### config.mk
export PLATFORM = sky130hd
export DESIGN_NAME = m_prog_loader
export DESIGN_NICKNAME = d
export VERILOG_FILES = /design/src/rtl/m_prog_loader.sv
export SDC_FILE = /design/constraint.sdc
export NUM_CORES = 1
export LEC_CHECK = 0
export CAP_MARGIN = 20
export CELL_PAD_IN_SITES_DETAIL_PLACEMENT = 2
export CELL_PAD_IN_SITES_GLOBAL_PLACEMENT = 2
export CORE_UTILIZATION = 39
export CTS_CLUSTER_SIZE = 20
export DETAILED_ROUTE_END_ITERATION = 8
export PLACE_DENSITY = 0.84
export SYNTH_ARGS = -nofsm -noshare
export SYNTH_HDL_FRONTEND = slang
export SYNTH_SLANG_ARGS = --single-unit
### constraint.sdc
create_clock -name w_clk -period 6.05 [get_ports w_clk]
set_clock_uncertainty 0.15 [all_clocks]
set_input_delay 0.605 -clock w_clk [delete_from_list [all_inputs] [get_ports w_clk]]
set_output_delay 0.605 -clock w_clk [all_outputs]
set_load 0.03 [all_outputs]
### src/rtl/m_prog_loader.sv
// UART boot loader: receives a length-prefixed little-endian program image over 8N1 serial
// and writes it word-by-word into instruction memory, then releases the processor via w_done.
module m_prog_loader #(
    parameter int unsigned CLKS_PER_BIT = 868,
    parameter int unsigned ADDR_W       = 12
) (
    input  logic              w_clk,
    input  logic              w_rst,
    input  logic              w_rxd,
    output logic              w_we,
    output logic [ADDR_W-1:0] w_addr,
    output logic [31:0]       w_wdata,
    output logic              w_done,
    output logic              w_err
);

    localparam int unsigned CntW = $clog2(CLKS_PER_BIT);
    localparam logic [CntW-1:0] HalfLd = CntW'(CLKS_PER_BIT / 2 - 1);
    localparam logic [CntW-1:0] FullLd = CntW'(CLKS_PER_BIT - 1);
    localparam logic [16:0] MaxWords = 17'(2 ** ADDR_W);

    typedef enum logic [1:0] {RxIdle, RxStart, RxData, RxStop} rx_st_e;
    typedef enum logic [2:0] {LdLen0, LdLen1, LdData, LdDone, LdErr} ld_st_e;

    logic            rx_meta_q, rxs_q;
    rx_st_e          rx_st_q, rx_st_d;
    logic [CntW-1:0] cnt_q, cnt_d;
    logic [2:0]      bit_q, bit_d;
    logic [7:0]      shreg_q, shreg_d;
    logic            rx_valid, rx_ferr;
    logic [7:0]      rx_byte;

    ld_st_e          ld_st_q, ld_st_d;
    logic [15:0]     len_q, len_d, len_new;
    logic [16:0]     wcnt_q, wcnt_d, wcnt_inc;
    logic [1:0]      lane_q, lane_d;
    logic [31:0]     word_q, word_d;
    logic            we_q, we_d;
    logic [31:0]     wdata_q, wdata_d;
    logic            done_q, done_d;
    logic            err_q, err_d;

    // Byte receiver: sample points sit at mid-bit, counted from the detected start edge.
    always_comb begin
        rx_st_d  = rx_st_q;
        cnt_d    = cnt_q;
        bit_d    = bit_q;
        shreg_d  = shreg_q;
        rx_valid = 1'b0;
        rx_ferr  = 1'b0;
        unique case (rx_st_q)
            RxIdle: begin
                if (!rxs_q) begin
                    rx_st_d = RxStart;
                    cnt_d   = HalfLd;
                end
            end
            RxStart: begin
                if (cnt_q != '0) begin
                    cnt_d = cnt_q - 1'b1;
                end else if (rxs_q) begin
                    rx_st_d = RxIdle;
                end else begin
                    rx_st_d = RxData;
                    cnt_d   = FullLd;
                    bit_d   = 3'd0;
                end
            end
            RxData: begin
                if (cnt_q != '0) begin
                    cnt_d = cnt_q - 1'b1;
                end else begin
                    shreg_d = {rxs_q, shreg_q[7:1]};
                    cnt_d   = FullLd;
                    bit_d   = bit_q + 1'b1;
                    if (bit_q == 3'd7) begin
                        rx_st_d = RxStop;
                    end
                end
            end
            RxStop: begin
                if (cnt_q != '0) begin
                    cnt_d = cnt_q - 1'b1;
                end else begin
                    rx_st_d  = RxIdle;
                    rx_valid = rxs_q;
                    rx_ferr  = !rxs_q;
                end
            end
            default: rx_st_d = RxIdle;
        endcase
    end

    assign rx_byte = shreg_q;

    always_comb begin
        ld_st_d  = ld_st_q;
        len_d    = len_q;
        wcnt_d   = wcnt_q;
        lane_d   = lane_q;
        word_d   = word_q;
        we_d     = 1'b0;
        wdata_d  = wdata_q;
        done_d   = done_q;
        err_d    = err_q;
        len_new  = {rx_byte, len_q[7:0]};
        wcnt_inc = wcnt_q + 17'd1;
        unique case (ld_st_q)
            LdLen0: begin
                if (rx_valid) begin
                    len_d[7:0] = rx_byte;
                    ld_st_d    = LdLen1;
                end else if (rx_ferr) begin
                    ld_st_d = LdErr;
                    err_d   = 1'b1;
                end
            end
            LdLen1: begin
                if (rx_valid) begin
                    len_d = len_new;
                    if (len_new == 16'd0) begin
                        ld_st_d = LdDone;
                        done_d  = 1'b1;
                    end else if ({1'b0, len_new} > MaxWords) begin
                        ld_st_d = LdErr;
                        err_d   = 1'b1;
                    end else begin
                        ld_st_d = LdData;
                        wcnt_d  = 17'd0;
                        lane_d  = 2'd0;
                    end
                end else if (rx_ferr) begin
                    ld_st_d = LdErr;
                    err_d   = 1'b1;
                end
            end
            LdData: begin
                // Address advances as the write pulse ends; done follows the last write.
                if (we_q) begin
                    wcnt_d = wcnt_inc;
                    if (wcnt_inc == {1'b0, len_q}) begin
                        ld_st_d = LdDone;
                        done_d  = 1'b1;
                    end
                end
                if (rx_valid) begin
                    word_d[{lane_q, 3'b000} +: 8] = rx_byte;
                    lane_d = lane_q + 1'b1;
                    if (lane_q == 2'd3) begin
                        we_d    = 1'b1;
                        wdata_d = {rx_byte, word_q[23:0]};
                    end
                end else if (rx_ferr) begin
                    ld_st_d = LdErr;
                    err_d   = 1'b1;
                end
            end
            LdDone, LdErr: ;
            default: ld_st_d = LdErr;
        endcase
    end

    always_ff @(posedge w_clk or posedge w_rst) begin
        if (w_rst) begin
            rx_meta_q <= 1'b1;
            rxs_q     <= 1'b1;
            rx_st_q   <= RxIdle;
            cnt_q     <= '0;
            bit_q     <= 3'd0;
            shreg_q   <= 8'd0;
            ld_st_q   <= LdLen0;
            len_q     <= 16'd0;
            wcnt_q    <= 17'd0;
            lane_q    <= 2'd0;
            word_q    <= 32'd0;
            we_q      <= 1'b0;
            wdata_q   <= 32'd0;
            done_q    <= 1'b0;
            err_q     <= 1'b0;
        end else begin
            rx_meta_q <= w_rxd;
            rxs_q     <= rx_meta_q;
            rx_st_q   <= rx_st_d;
            cnt_q     <= cnt_d;
            bit_q     <= bit_d;
            shreg_q   <= shreg_d;
            ld_st_q   <= ld_st_d;
            len_q     <= len_d;
            wcnt_q    <= wcnt_d;
            lane_q    <= lane_d;
            word_q    <= word_d;
            we_q      <= we_d;
            wdata_q   <= wdata_d;
            done_q    <= done_d;
            err_q     <= err_d;
        end
    end

    assign w_we    = we_q;
    assign w_addr  = wcnt_q[ADDR_W-1:0];
    assign w_wdata = wdata_q;
    assign w_done  = done_q;
    assign w_err   = err_q;

endmodule
== After elaboration in Yosys (flattened, before gate mapping) ==
Index checks and enable logic that the tools add are counted.

* Word-level logic and storage cells: 134
* Output and inout port bits: 47
* Bits in registers: 130
* Input port bits: 3

* Order comparisons: 1
* Bitwise gates (word level): 2
* Reductions and logical operators: 22
* Equal/unequal tests: 28
* Shift-type cells: 2
* Mux-type cells: 58
* $add $sub $neg: 5

{| class="wikitable"
|+ Operators with widths
! operator !! count
|-
| $mux W17 || 4
|-
| $mux W10 || 5
|-
| $pmux W10 S4 || 1
|-
| $mux W3 || 12
|-
| $pmux W17 S2 || 1
|-
| $bwmux W32 || 1
|-
| $shift A8 B7 Y32 const A || 1
|-
| $shiftx A8 B7 Y32 || 1
|-
| $ne A2 B2 Y1 const B || 15
|-
| $mux W2 || 10
|-
| $reduce_and A5 Y1 || 4
|-
| $add A17 B1 Y17 const B || 1
|-
| $eq A17 B16 Y1 || 1
|-
| $gt A16 B13 Y1 const B || 1
|-
| $logic_not A16 Y1 || 1
|-
| $mux W1 || 16
|-
| $pmux W8 S2 || 1
|-
| $pmux W3 S4 || 1
|-
| $reduce_bool A10 Y1 || 1
|-
| $sub A10 B1 Y10 const B || 1
|-
| $ne A3 B3 Y1 const B || 3
|-
| $reduce_and A3 Y1 || 3
|-
| $mux W8 || 1
|-
| $pmux W2 S4 || 1
|-
| other kinds (19) || 31
|}

== Longest topological paths before layout ==
Gate-level depths: netlist of run 1.

* Depth in word-level cells: 7
* Depth in mapped cells: 11
* Gate-level depth less buffers: 9

== Worst setup path before layout of run 1 ==
OpenSTA, ideal clock, no wires.

* Path type: register -> register
* Start point: register cnt_q[0]
* End point: register len_q[0]
* Arrival: 2.695 ns
* Cell stages (with the launch flop): 11
* Setup slack: 3.080 ns
* Buffers on the path: 1
* Library setup time: 0.125 ns
* Cells stage by stage: dfrtp_1 > inv_1 > ha_1 > or3b_1 > buf_2 > or2_4 > or3_4 > nor2_8 > nand2_4 > nor4_4 > mux2_2

* Cells in the longest elaborated chain, start to end: 4

{| class="wikitable"
|+ Ends and longest elaborated chain
! element !! line !! RTL
|-
| start: declaration || 27 || <nowiki>logic [CntW-1:0] cnt_q, cnt_d;</nowiki>
|-
| start signal: assignment || 184 || <nowiki>cnt_q <= cnt_d;</nowiki>
|-
| $reduce_bool A10 Y1 || 82 || <nowiki>if (cnt_q != '0) begin</nowiki>
|-
| $mux W1 || 82 ||
|-
| $mux W1 || 51 || <nowiki>unique case (rx_st_q)</nowiki>
|-
| $reduce_and A3 Y1 (no source line) || - ||
|-
| end signal: assignment || 188 || <nowiki>len_q <= len_d;</nowiki>
|-
| end: declaration || 34 || <nowiki>logic [15:0] len_q, len_d, len_new;</nowiki>
|}

No other way between the ends.
A chain may end at the register's enable or synchronous reset.

== Final worst setup path of run 1 ==
* Start point: register cnt_q[0]
* End point: register wcnt_q[4]

* Cells in the longest elaborated chain, start to end: 5

{| class="wikitable"
|+ Ends and longest elaborated chain
! element !! line !! RTL
|-
| $reduce_bool A10 Y1 || 82 ||
|-
| $mux W1 || 82 ||
|-
| $mux W1 || 51 ||
|-
| $ne A2 B2 Y1 (no source line) || - ||
|-
| $reduce_and A5 Y1 (no source line) || - ||
|-
| end signal: assignment || 189 || <nowiki>wcnt_q <= wcnt_d;</nowiki>
|-
| end: declaration || 35 || <nowiki>logic [16:0] wcnt_q, wcnt_d, wcnt_inc;</nowiki>
|}

No other way between the ends.

==> metrics.md, run 1 <==
| Metric | Value |
|---|---|
| R2R Setup Slk | approximately 2.3 ns |
| Clk sink count | 122 |
| Final Setup Violations | 0 |
| Avg WL per Cell | between 20 and 25 um |
| Adder-cell share of the synthesized area | ~2.9% |
| Synthesized area per cell | 9.236 um^2 |
| Slew @ Worst Pin | 1.018 ns |
| Critical path's slowest cell | and4b_1 |
| Worst setup EP type | flip-flop |
| DRT iter0 DRCs | about 230 |
| Post-DR vias/cell | 5.652 |
| Tcrit/Tclk final | 62.12% |
| Fin util | a little under half |
| Largest family of logic cells by synthesized area | simple AND/OR/NAND/NOR gates |
| Residual DRC count | 0 |
| Filler cells | 1618 |
| Maxcap violations | 0 |
| Post_cts resized | 0 |
| Setup TNS Final | 0 ns |
| CP max FO | 19 |
| Reg2reg path depth | 9 |
| Port Buffers | a little under 50 |
| Pwr/cell area | approximately 270 mW/mm^2 |
| Mapped Area | 0.006096 mm^2 |
| Hold_buf cts | 0 |
| Post-synth EDFFs | 0 |
| Seq/Total Area, Yosys | ~50% |
| Status | finished, final reports clean |
| Compound-gate portion of the synthesized area | 12.05% |
| # rows | 45 |
| Root Buffer | clkbuf_16 |
| Simple-gate portion of the synthesized area | about 22% |
| DRT Wirelength | between 15000 and 20000 um |
| Leak | ~0.0034 uW |
| Worst hold path type | reg -> reg |
| ANT nets after route | 0 |
| Final global-route overflow total | 0 |
| Crit path from | cnt_q[0]$_DFFE_PP0P_ |
| Synth warnings | 0 |
| XOR/XNOR Fraction of Synth Area | 2.874% |
| Rel. slew slack | between 30% and 40% |
| FF-to-FF Start | cnt_q[0]$_DFFE_PP0P_ |
| I/O pin count | 50 |
| Die height | ~130 um |
| Post-synthesis mux area share | under 10% |
| Largest net degree at the start of global routing | 63 |
| Syn Inst Count | between 600 and 700 |
| First-pass GRT wire length | approximately 30000 um |
| Worst path arrival time | approximately 4.0 ns |
| H-tree depth reported by CTS | 4 |
| Synth Flop Type | dfrtp_1 |
| Fin crit period | ~3.8 ns |
| CTS tree | done |
| Area growth from synthesis to layout | 19.03% |
| Setup bufs post-CTS | 0 |
| Initial Util | about 40% |
| Clock Tree Buf Depth | 2 |
| Vias in the first global route | roughly 5600 |
| Worst hold stages | 0 |
| RSZ-0062 raised after global routing | false |
| Synth async-reset ratio | 100.0% |
| Core area | around 0.015 mm^2 |
| Cell variety after synth | 54 |
| R2r endpoint | wcnt_q[4]$_DFFE_PP0P_ |
| WHS Endpoint | rxs_q$_DFF_PP1_ |
| Antenna cell count | 0 |
| FMAX | roughly 270 MHz |
| Tot GR Track Use | between 20% and 30% |
| WS Path Type | reg -> reg |
| Commonest cells after routing, fill and taps aside | 176 x nand2_1, 120 x dfrtp_1, 66 x o21ai_0, 49 x clkdlybuf4s50_1, 28 x nor2_1 |
| Most common cell after layout, fill and taps aside | nand2_1 |
| Skew-Pair Late Insertion Delay | approximately 0.42 ns |
| Buf+Inv Stages, Crit Path | 1 |
| Yosys reg bits | ~120 |
| CP max stage delay | roughly 0.60 ns |
| Synthesized Nets | between 600 and 700 |
| Die W | between 100 and 150 um |
| Initial antenna violation count | 0 |
| Startpoint Class | flip-flop |
| Layout cells sized above 1 | 9.742% |
| Sequential standard cell area | ~0.003 mm^2 |
| GP Congestion | around 0.81 |
| Total CTS buffers | 17 |
| WP data required | around 6.3 ns |
| Crit path max-delay family | simple AND/OR/NAND/NOR gates |
| Max Transition Viols Final | 0 |
| Hold Fails Final Rpt | 0 |
| Clock transition at the registers of the reported paths | ~0.050 ns |
| DRT Pass-1 Iters | 4 |
| Final nets | around 700 |
| Hold Crit Start | rx_meta_q$_DFF_PP1_ |
| Multi-input gate area | around 0.0028 mm^2 |
| DR vias | around 5000 |
| Final HPWL DP | between 10000 and 15000 um |
| Max IR drop VDD | between 0.15 and 0.2 mV |
| Area of the die | ~0.016 mm^2 |
| Crit path cell chain | inv_1 -> ha_1 -> or3b_1 -> or2_4 -> nor3_1 -> and4b_1 -> a21oi_2 -> or4_1 -> nand3_1 |
## worst register-to-register path, delay by kind of cell, from the launching register on
family / cells / cell delay, ns
and+or+nand+nor: 6 / 2.48
DFF: 1 / 0.39
AOI/OAI and AO/OA: 1 / 0.35
adders and majority gates: 1 / 0.20
buffers and inverters: 1 / 0.12
## routing by layer
| layer | global-route usage [%] | vias up | wire, um | share of wire, % |
|---|---|---|---|---|
| met4 | 9.874 | 0 | 346 | 1.9 |
| met1 | 30.26 | 2584 | 8000 | 44 |
| li1 | - | 2305 | - | - |
| met3 | 3.434 | 31 | 414 | 2.3 |
| met5 | 0 | - | 0 | 0 |
| met2 | 43.79 | 88 | 9502 | 52 |
## Yosys cell counts (2+ instances only)
master,number,area [um^2]
o211ai_1,2,15.01
or2_2,2,12.51
o31ai_1,8,60.06
o21a_1,2,15.01
a22oi_1,2,15.01
xor2_1,7,61.31
nor4_1,6,37.54
o41ai_1,5,43.79
and4_1,3,26.28
o21ai_0,66,330.3
nand2_1,176,660.6
nor2_1,28,105.1
nand4b_1,2,17.52
clkbuf_1,27,101.4
dfrtp_1,120,3003
o22ai_1,2,12.51
inv_1,14,52.55
a22o_1,3,26.28
buf_2,5,25.02
a31oi_1,4,25.02
nor3b_1,3,22.52
a21oi_1,19,95.09
a2111oi_0,3,26.28
nor2b_1,3,18.77
and3_1,9,56.30
o32ai_1,2,17.52
nand2b_1,5,31.28
or3_1,5,31.28
ha_1,14,175.2
buf_4,13,97.59
nand4_1,6,37.54
or4_1,2,15.01
mux2_2,25,281.5
nand3_1,11,55.05
mux2i_1,6,60.06
dfstp_2,2,52.55
nor3_1,14,70.07
and2_1,6,37.54
xnor2_1,13,113.9
## state kept, by name (all words and copies together) (netlist names), named ones only
| signal | cells |
|---|---|
| lane_q | 2 |
| w_done | 1 |
| word_q | 24 |
| len_q | 16 |
| w_we | 1 |
| rx_st_q | 1 |
| bit_q | 3 |
| rxs_q | 1 |
| w_err | 1 |
| cnt_q | 10 |
| ld_st_q | 3 |
| wcnt_q | 17 |
| rx_byte | 8 |
| w_wdata | 32 |
| rx_meta_q | 1 |
## kinds of logic (layout without fill, tap and decap cells)
kind of cell | after synthesis | count (layout)
simple gates | 289 | 289
compound gates | 124 | 124
flops | 122 | 122
buf+inv | 60 | 98
mux | 31 | 31
xor+xnor | 20 | 20
fa+ha+maj | 14 | 14
## report_power, final
part / leakage (uW) / internal [uW] / switching, uW
clock: 0.000306 / 729 / 364
sequential: 0.00168 / 818 / 1.94
combinational: 0.00137 / 1.98 / 17.1
total: 0.00336 / 1550 / 383
## worst max path at each step
stage / end / slack [ns] / depth (start not counted)
final: wcnt_q[4]$_DFFE_PP0P_ / 2.29 / 9
after global routing: wcnt_q[4]$_DFFE_PP0P_ / 2.05 / 9
after CTS: wcnt_q[4]$_DFFE_PP0P_ / 2.29 / 9
after detailed placement: wcnt_q[4]$_DFFE_PP0P_ / 2.38 / 9
after global placement: wcnt_q[4]$_DFFE_PP0P_ / 2.57 / 9
after floorplan: async pin / 2.06 / 1
## through the flow
step                      power (uW)  hold slack (ns)  cell area, um^2  setup slack, ns  instances
after global placement         853.4           0.1966             6626            2.566        855
after global routing            1982           0.2149             7256            2.045        886
after CTS                       1949           0.2130             7256            2.288        886
final                           1932           0.2115             7256            2.292        886
after detailed placement       854.6           0.2046             6626            2.379        855
after floorplan                845.9           0.1952             6096            2.056        660
## layout make-up
type / instances / area share, %
repair buffers: 53 / 7.174
clock buffers: 24 / 6.777
well taps: 188 / 3.242
flip-flops and latches: 122 / 42.11
clock inverters: 7 / 1.897
inverters: 14 / 0.7588
multi-input cells: 478 / 38.04
No activity file was read; power rests on OpenSTA's default activity.
==> run 2: changes to the inputs <==
--- a/config.mk
+++ b/config.mk
@@ -8,10 +8,10 @@
 export CAP_MARGIN = 20
 export CELL_PAD_IN_SITES_DETAIL_PLACEMENT = 2
 export CELL_PAD_IN_SITES_GLOBAL_PLACEMENT = 2
-export CORE_UTILIZATION = 39
+export CORE_UTILIZATION = 33
 export CTS_CLUSTER_SIZE = 20
 export DETAILED_ROUTE_END_ITERATION = 8
-export PLACE_DENSITY = 0.84
+export PLACE_DENSITY = 0.76
 export SYNTH_ARGS = -nofsm -noshare
 export SYNTH_HDL_FRONTEND = slang
 export SYNTH_SLANG_ARGS = --single-unit
==> constraint.sdc (replaced) <==
create_clock -name w_clk -period 3.19 [get_ports w_clk]
set_clock_uncertainty 0.15 [all_clocks]
set_input_delay 0.319 -clock w_clk [delete_from_list [all_inputs] [get_ports w_clk]]
set_output_delay 0.319 -clock w_clk [all_outputs]
set_load 0.03 [all_outputs]
==> metrics.md, run 2 (same netlist as run 1, synthesis figures left out) <==
| Metric | Value |
|---|---|
| Final Setup Violations | 0 |
| WS Path Type | reg -> reg |
| Residual DRC count | 0 |
| CP max stage delay | around 0.43 ns |
| Buf+Inv Stages, Crit Path | 1 |
| Final global-route overflow total | 0 |
| P_int | between 2000 and 3000 uW |
| GP Congestion | between 0.8 and 0.9 |
| Core area | between 0.015 and 0.02 mm^2 |
| Most common cell after layout, fill and taps aside | nand2_1 |
| Rel. slew slack | roughly two fifths |
| FMAX | between 300 and 400 MHz |
| Final nets | approximately 730 |
| Setup TNS Final | 0 ns |
| Largest net degree at the start of global routing | 60 |
| Clk pwr share | between 50% and 60% |
| ANT nets after route | 0 |
| Commonest cells after routing, fill and taps aside | 176 x nand2_1, 120 x dfrtp_1, 66 x o21ai_0, 49 x clkdlybuf4s50_1, 30 x buf_4 |
| Max IR drop VDD | 0.3646 mV |
| Port Buffers | 49 |
| DRT iter0 DRCs | ~200 |
| Maxcap violations | 0 |
| Antenna cell count | 0 |
| Worst hold path type | in -> reg |
| DRT Wirelength | 18990 um |
| CP max FO | 5 |
| DR vias | roughly 5000 |
| Worst path arrival time | between 3 and 4 ns |
| Area growth from synthesis to layout | 22.70% |
| Hold Fails Final Rpt | 0 |
| Slew @ Worst Pin | between 0.9 and 1 ns |
| Crit path cell chain | inv_1 -> ha_1 -> or3b_1 -> or2_4 -> or3_4 -> nor2_8 -> nand2_4 -> nor3_1 -> mux2_2 |
| Reg power frac | around 45% |
| Layout cells sized above 1 | ~14% |
| Vias in the first global route | between 5000 and 6000 |
| Fin crit period | 3.109 ns |
| Avg WL per Cell | 19.86 um |
| Critical path's slowest cell | or3_4 |
| # rows | 49 |
| Power after layout | about 3500 uW |
| Post-DR vias/cell | around 5.3 |
| Logic pwr share | under 10% |
| Final HPWL DP | 12950 um |
| Worst setup EP type | flip-flop |
| Clock Tree Buf Depth | 2 |
| H-tree depth reported by CTS | 4 |
| Initial antenna violation count | 0 |
| Status | finished, final reports clean |
| Clk sink count | 122 |
| Total CTS buffers | 17 |
| Tot GR Track Use | a little over a fifth |
| I/O pin count | 50 |
| Initial Util | 33.82% |
| Leak | around 0.0035 uW |
| First-pass GRT wire length | between 30000 and 40000 um |
| Max reg flops | 32 |
| Pwr/cell area | ~460 mW/mm^2 |
| Max Transition Viols Final | 0 |
| Die height | 137.9 um |
| Switching pwr | around 800 uW |
| WP data required | roughly 3.3 ns |
| Switch share | a little under a quarter |
| Clock transition at the registers of the reported paths | ~0.060 ns |
| CTS tree | done |
| Filler cells | about 1900 |
| Area of the die | roughly 0.019 mm^2 |
| DRT Pass-1 Iters | 5 |
| Crit path max-delay family | simple AND/OR/NAND/NOR gates |
| Die W | about 140 um |
| Skew-Pair Late Insertion Delay | around 0.42 ns |
| Root Buffer | clkbuf_16 |
| Startpoint Class | flip-flop |
| Tcrit/Tclk final | between 90% and 100% |
==> run 2: cell types whose count changed in the layout (fill, tap and decap cells not counted), moves of 2 or more <==
cell	delta
buf_4	+26
clkinv_4	+2
clkinvlp_4	+6
clkbuf_8	-2
inv_6	+2
bufinv_16	-3
clkbuf_1	-3
==> run 2: power groups by stage <==
stage	registers [uW]	clock network (uW)	logic [uW]
CTS	1550	1910	43.7
global route	1550	1980	47.5
floorplan	1580	0	25.1
detailed placement	1580	0	43.5
finish	1550	1870	40.6
global placement	1580	0	41.3
==> run 2: layout make-up <==
type / count / area, um^2 / area share, %
timing repair buffer: 81 / 747.0 / 9.987
inverter: 14 / 56.30 / 0.7528
tap: 229 / 286.5 / 3.831
multi-input combinational: 478 / 2761 / 36.92
sequential: 122 / 3055 / 40.85
clock buffer: 19 / 452.9 / 6.056
clock inverter: 13 / 120.1 / 1.606
==> run 2: worst paths after layout <==
| path | depth (start not counted) | slack, ns | to | start |
|---|---|---|---|---|
| min in group asynchronous | 2 | 0.18 | w_wdata[16]$_DFFE_PP0P_ | w_rst |
| worst min register to register | 0 | 0.21 | rxs_q$_DFF_PP1_ | rx_meta_q$_DFF_PP1_ |
| worst min-delay path | 1 | 0.16 | rx_meta_q$_DFF_PP1_ | w_rxd |
| worst max register to register | 9 | 0.08 | lane_q[0]$_DFFE_PP0P_ | cnt_q[0]$_DFFE_PP0P_ |
| worst max-delay path | 9 | 0.08 | lane_q[0]$_DFFE_PP0P_ | cnt_q[0]$_DFFE_PP0P_ |
| max in group asynchronous | 3 | 1.96 | rx_meta_q$_DFF_PP1_ | w_rst |
==> run 2: metal layers <==
layer	track usage [%]	wire length (um)	vias to the layer above
li1	-	-	2361
met1	25.79	8280	2629
met2	38.69	9958	75
met3	3.509	407	27
met4	7.428	342	0
met5	0	0	-
==> run 2: timing repair <==
action | 4_1_cts | 5_1_grt
buffers inserted | 0 | 3
endpoints found under the setup margin | 0 | 10
endpoints found under the hold margin | 0 | 0
gates resized for setup | 0 | 2
hold buffers | 0 | 0
==> run 2: stage by stage <==
step | hold WS, ns | cells | util (%) | area, um^2 | setup slack (ns)
finish | 0.1583 | 956 | 41.50 | 7480 | 0.08060
global route | 0.1572 | 956 | 41.50 | 7480 | -0.006458
CTS | 0.1460 | 953 | 41.34 | 7452 | 0.02200
detailed placement | 0.2037 | 921 | 38.16 | 6879 | 0.04396
global placement | 0.1984 | 921 | 38.16 | 6879 | 0.1794
floorplan | 0.1735 | 660 | - | 6100 | 0.2200
==> run 3: changes to the inputs <==
--- a/config.mk
+++ b/config.mk
@@ -8,10 +8,10 @@
 export CAP_MARGIN = 20
 export CELL_PAD_IN_SITES_DETAIL_PLACEMENT = 2
 export CELL_PAD_IN_SITES_GLOBAL_PLACEMENT = 2
-export CORE_UTILIZATION = 33
+export CORE_UTILIZATION = 30
 export CTS_CLUSTER_SIZE = 20
 export DETAILED_ROUTE_END_ITERATION = 8
-export PLACE_DENSITY = 0.76
+export PLACE_DENSITY = 0.7
 export SYNTH_ARGS = -nofsm -noshare
 export SYNTH_HDL_FRONTEND = slang
 export SYNTH_SLANG_ARGS = --single-unit
==> metrics.md, run 3 (same netlist as run 1, synthesis figures left out) <==
| Metric | Value |
|---|---|
| Status | finished, final reports clean |
| Max layer used | met4 |
| Pwr/cell area | about 480 mW/mm^2 |
| Slew @ Worst Pin | 0.9095 ns |
| Initial Util | 30.92% |
| Final std cells w/o fill | about 1000 |
| Worst path arrival time | about 3.3 ns |
| ANT nets after route | 0 |
| Tot GR Track Use | between 10% and 20% |
| Tcrit/Tclk final | a little over nine tenths |
| Worst hold path type | in -> reg |
| Area of the die | between 0.02 and 0.025 mm^2 |
| Power after layout | around 3600 uW |
| Buf+Inv Stages, Crit Path | 2 |
| Residual DRC count | 0 |
| GP Congestion | ~0.8 |
| DRT iter0 DRCs | between 150 and 200 |
| Setup TNS Final | 0 ns |
| R2R Setup Slk | around 0.074 ns |
| Largest net degree at the start of global routing | roughly 120 |
| Max Transition Viols Final | 0 |
| Most common cell after layout, fill and taps aside | nand2_1 |
| Filler cells | between 2000 and 2500 |
| Final Setup Violations | 0 |
| Fin crit period | ~3.1 ns |
| Worst setup EP type | flip-flop |
| Die W | roughly 140 um |
| CP max stage delay | ~0.42 ns |
| Area growth from synthesis to layout | 24.08% |
| Met2 WL | about 9500 um |
| Clk sink count | roughly 120 |
| Port Buffers | between 40 and 50 |
| Commonest cells after routing, fill and taps aside | 176 x nand2_1, 120 x dfrtp_1, 66 x o21ai_0, 49 x clkdlybuf4s50_1, 28 x nor2_1 |
| Fin area | ~0.0076 mm^2 |
| Total CTS buffers | 17 |
| # rows | slightly above 50 |
| Maxcap violations | 0 |
| Clock Tree Buf Depth | 2 |
| Final nets | 729 |
| Met3 routed WL | roughly 370 um |
| Rel. slew slack | roughly two fifths |
| Max IR drop VDD | around 0.36 mV |
| Startpoint Class | flip-flop |
| I/O pin count | 50 |
| Antenna cell count | 0 |
| First-pass GRT wire length | between 20000 and 30000 um |
| Max reg flops | 32 |
| Placed Instances | about 960 |
| Post-placement cell area | between 0.006 and 0.007 mm^2 |
| CTS tree | done |
| Hold_buf cts | 0 |
| WP data required | 3.34 ns |
| Final HPWL DP | roughly 12000 um |
| Core area | approximately 0.02 mm^2 |
| DRT Pass-1 Iters | 4 |
| Post-DR vias/cell | between 5 and 6 |
| CP max FO | 8 |
| Initial antenna violation count | 0 |
| Crit path cell chain | inv_2 -> ha_1 -> or3b_1 -> or2_4 -> or3_4 -> nor2_8 -> nand2_4 -> nor4_4 -> buf_6 -> mux2_2 |
| Avg WL per Cell | 18.52 um |
| FMAX | ~320 MHz |
| DR vias | around 5000 |
| H-tree depth reported by CTS | 4 |
| Root Buffer | clkbuf_16 |
| Vias in the first global route | about 5600 |
| WL met1 | slightly above 8000 um |
| Leak | ~0.0035 uW |
| Final global-route overflow total | 0 |
| DRT Wirelength | roughly 18000 um |
| Critical path's slowest cell | dfrtp_1 |
| Skew-Pair Late Insertion Delay | 0.42 ns |
| Clock transition at the registers of the reported paths | 0.06 ns |
| Hold Fails Final Rpt | 0 |
| Die height | approximately 140 um |
| Layout cells sized above 1 | a little over an eighth |
| RSZ-0062 raised after global routing | false |
| WS Path Type | reg -> reg |
| Crit path max-delay family | simple AND/OR/NAND/NOR gates |
==> run 3: cell count changes in the layout (fill, tap and decap cells not counted), sizes merged <==
cell,change
buf,-2
bufinv,+2
inv,-2
clkbuf,+5
clkinvlp,-5
==> run 3: per-stage QoR <==
step | worst slack (ns) | utilization [%] | hold WS [ns]
after floorplan | 0.2200 | - | 0.1735
after global placement | 0.1786 | 35.10 | 0.1974
after detailed placement | 0.03124 | 35.10 | 0.1996
after CTS | 0.01267 | 38.19 | 0.1662
after global routing | 0.001600 | 38.36 | 0.1680
final | 0.07382 | 38.36 | 0.1742
==> run 3: power by group <==
group          internal, uW  switching (uW)
combinational          5.54            32.1
sequential             1550            3.69
clock                  1310             710
==> run 3: layer usage <==
metal / global-route usage [%] / up-vias
met3: 3.510 / 16
li1: - / 2360
met4: 5.596 / 0
met2: 33.53 / 55
met1: 22.88 / 2545
met5: 0 / -
==> run 3: layout make-up <==
cell class / instances / area, um^2 / share of cell area, %
Multi-Input combinational cell: 478 / 2766 / 36.58
Clock buffer: 24 / 491.7 / 6.501
Tap cell: 265 / 331.6 / 4.384
Timing Repair Buffer: 79 / 744.5 / 9.843
Clock inverter: 8 / 117.6 / 1.555
Sequential cell: 122 / 3055 / 40.40
Inverter: 14 / 56.30 / 0.7444
==> run 3: worst reg2reg max path: cells and delay by family, from the launching register on <==
family                   cells  cell delay (ns)
adder cells (fa/ha/maj)      1             0.18
buffers and inverters        2             0.27
multiplexers                 1             0.34
AND/OR/NAND/NOR              6             1.62
flip-flops                   1             0.42
==> run 3: final timing paths <==
kind / start / endpoint / depth (start not counted)
worst max-delay path: cnt_q[0]$_DFFE_PP0P_ / len_q[0]$_DFFE_PP0P_ / 10
worst min-delay path: w_rxd / rx_meta_q$_DFF_PP1_ / 1
worst max register to register: cnt_q[0]$_DFFE_PP0P_ / len_q[0]$_DFFE_PP0P_ / 10
worst min register to register: rx_meta_q$_DFF_PP1_ / rxs_q$_DFF_PP1_ / 0
max in group asynchronous: w_rst / wcnt_q[3]$_DFFE_PP0P_ / 3
min in group asynchronous: w_rst / w_wdata[16]$_DFFE_PP0P_ / 3
==> run 3: timing repair <==
| action | 4_1_cts | 5_1_grt |
|---|---|---|
| buffers inserted | 0 | 3 |
| resized for setup | 0 | 4 |
| setup endpoints to repair | 0 | 10 |
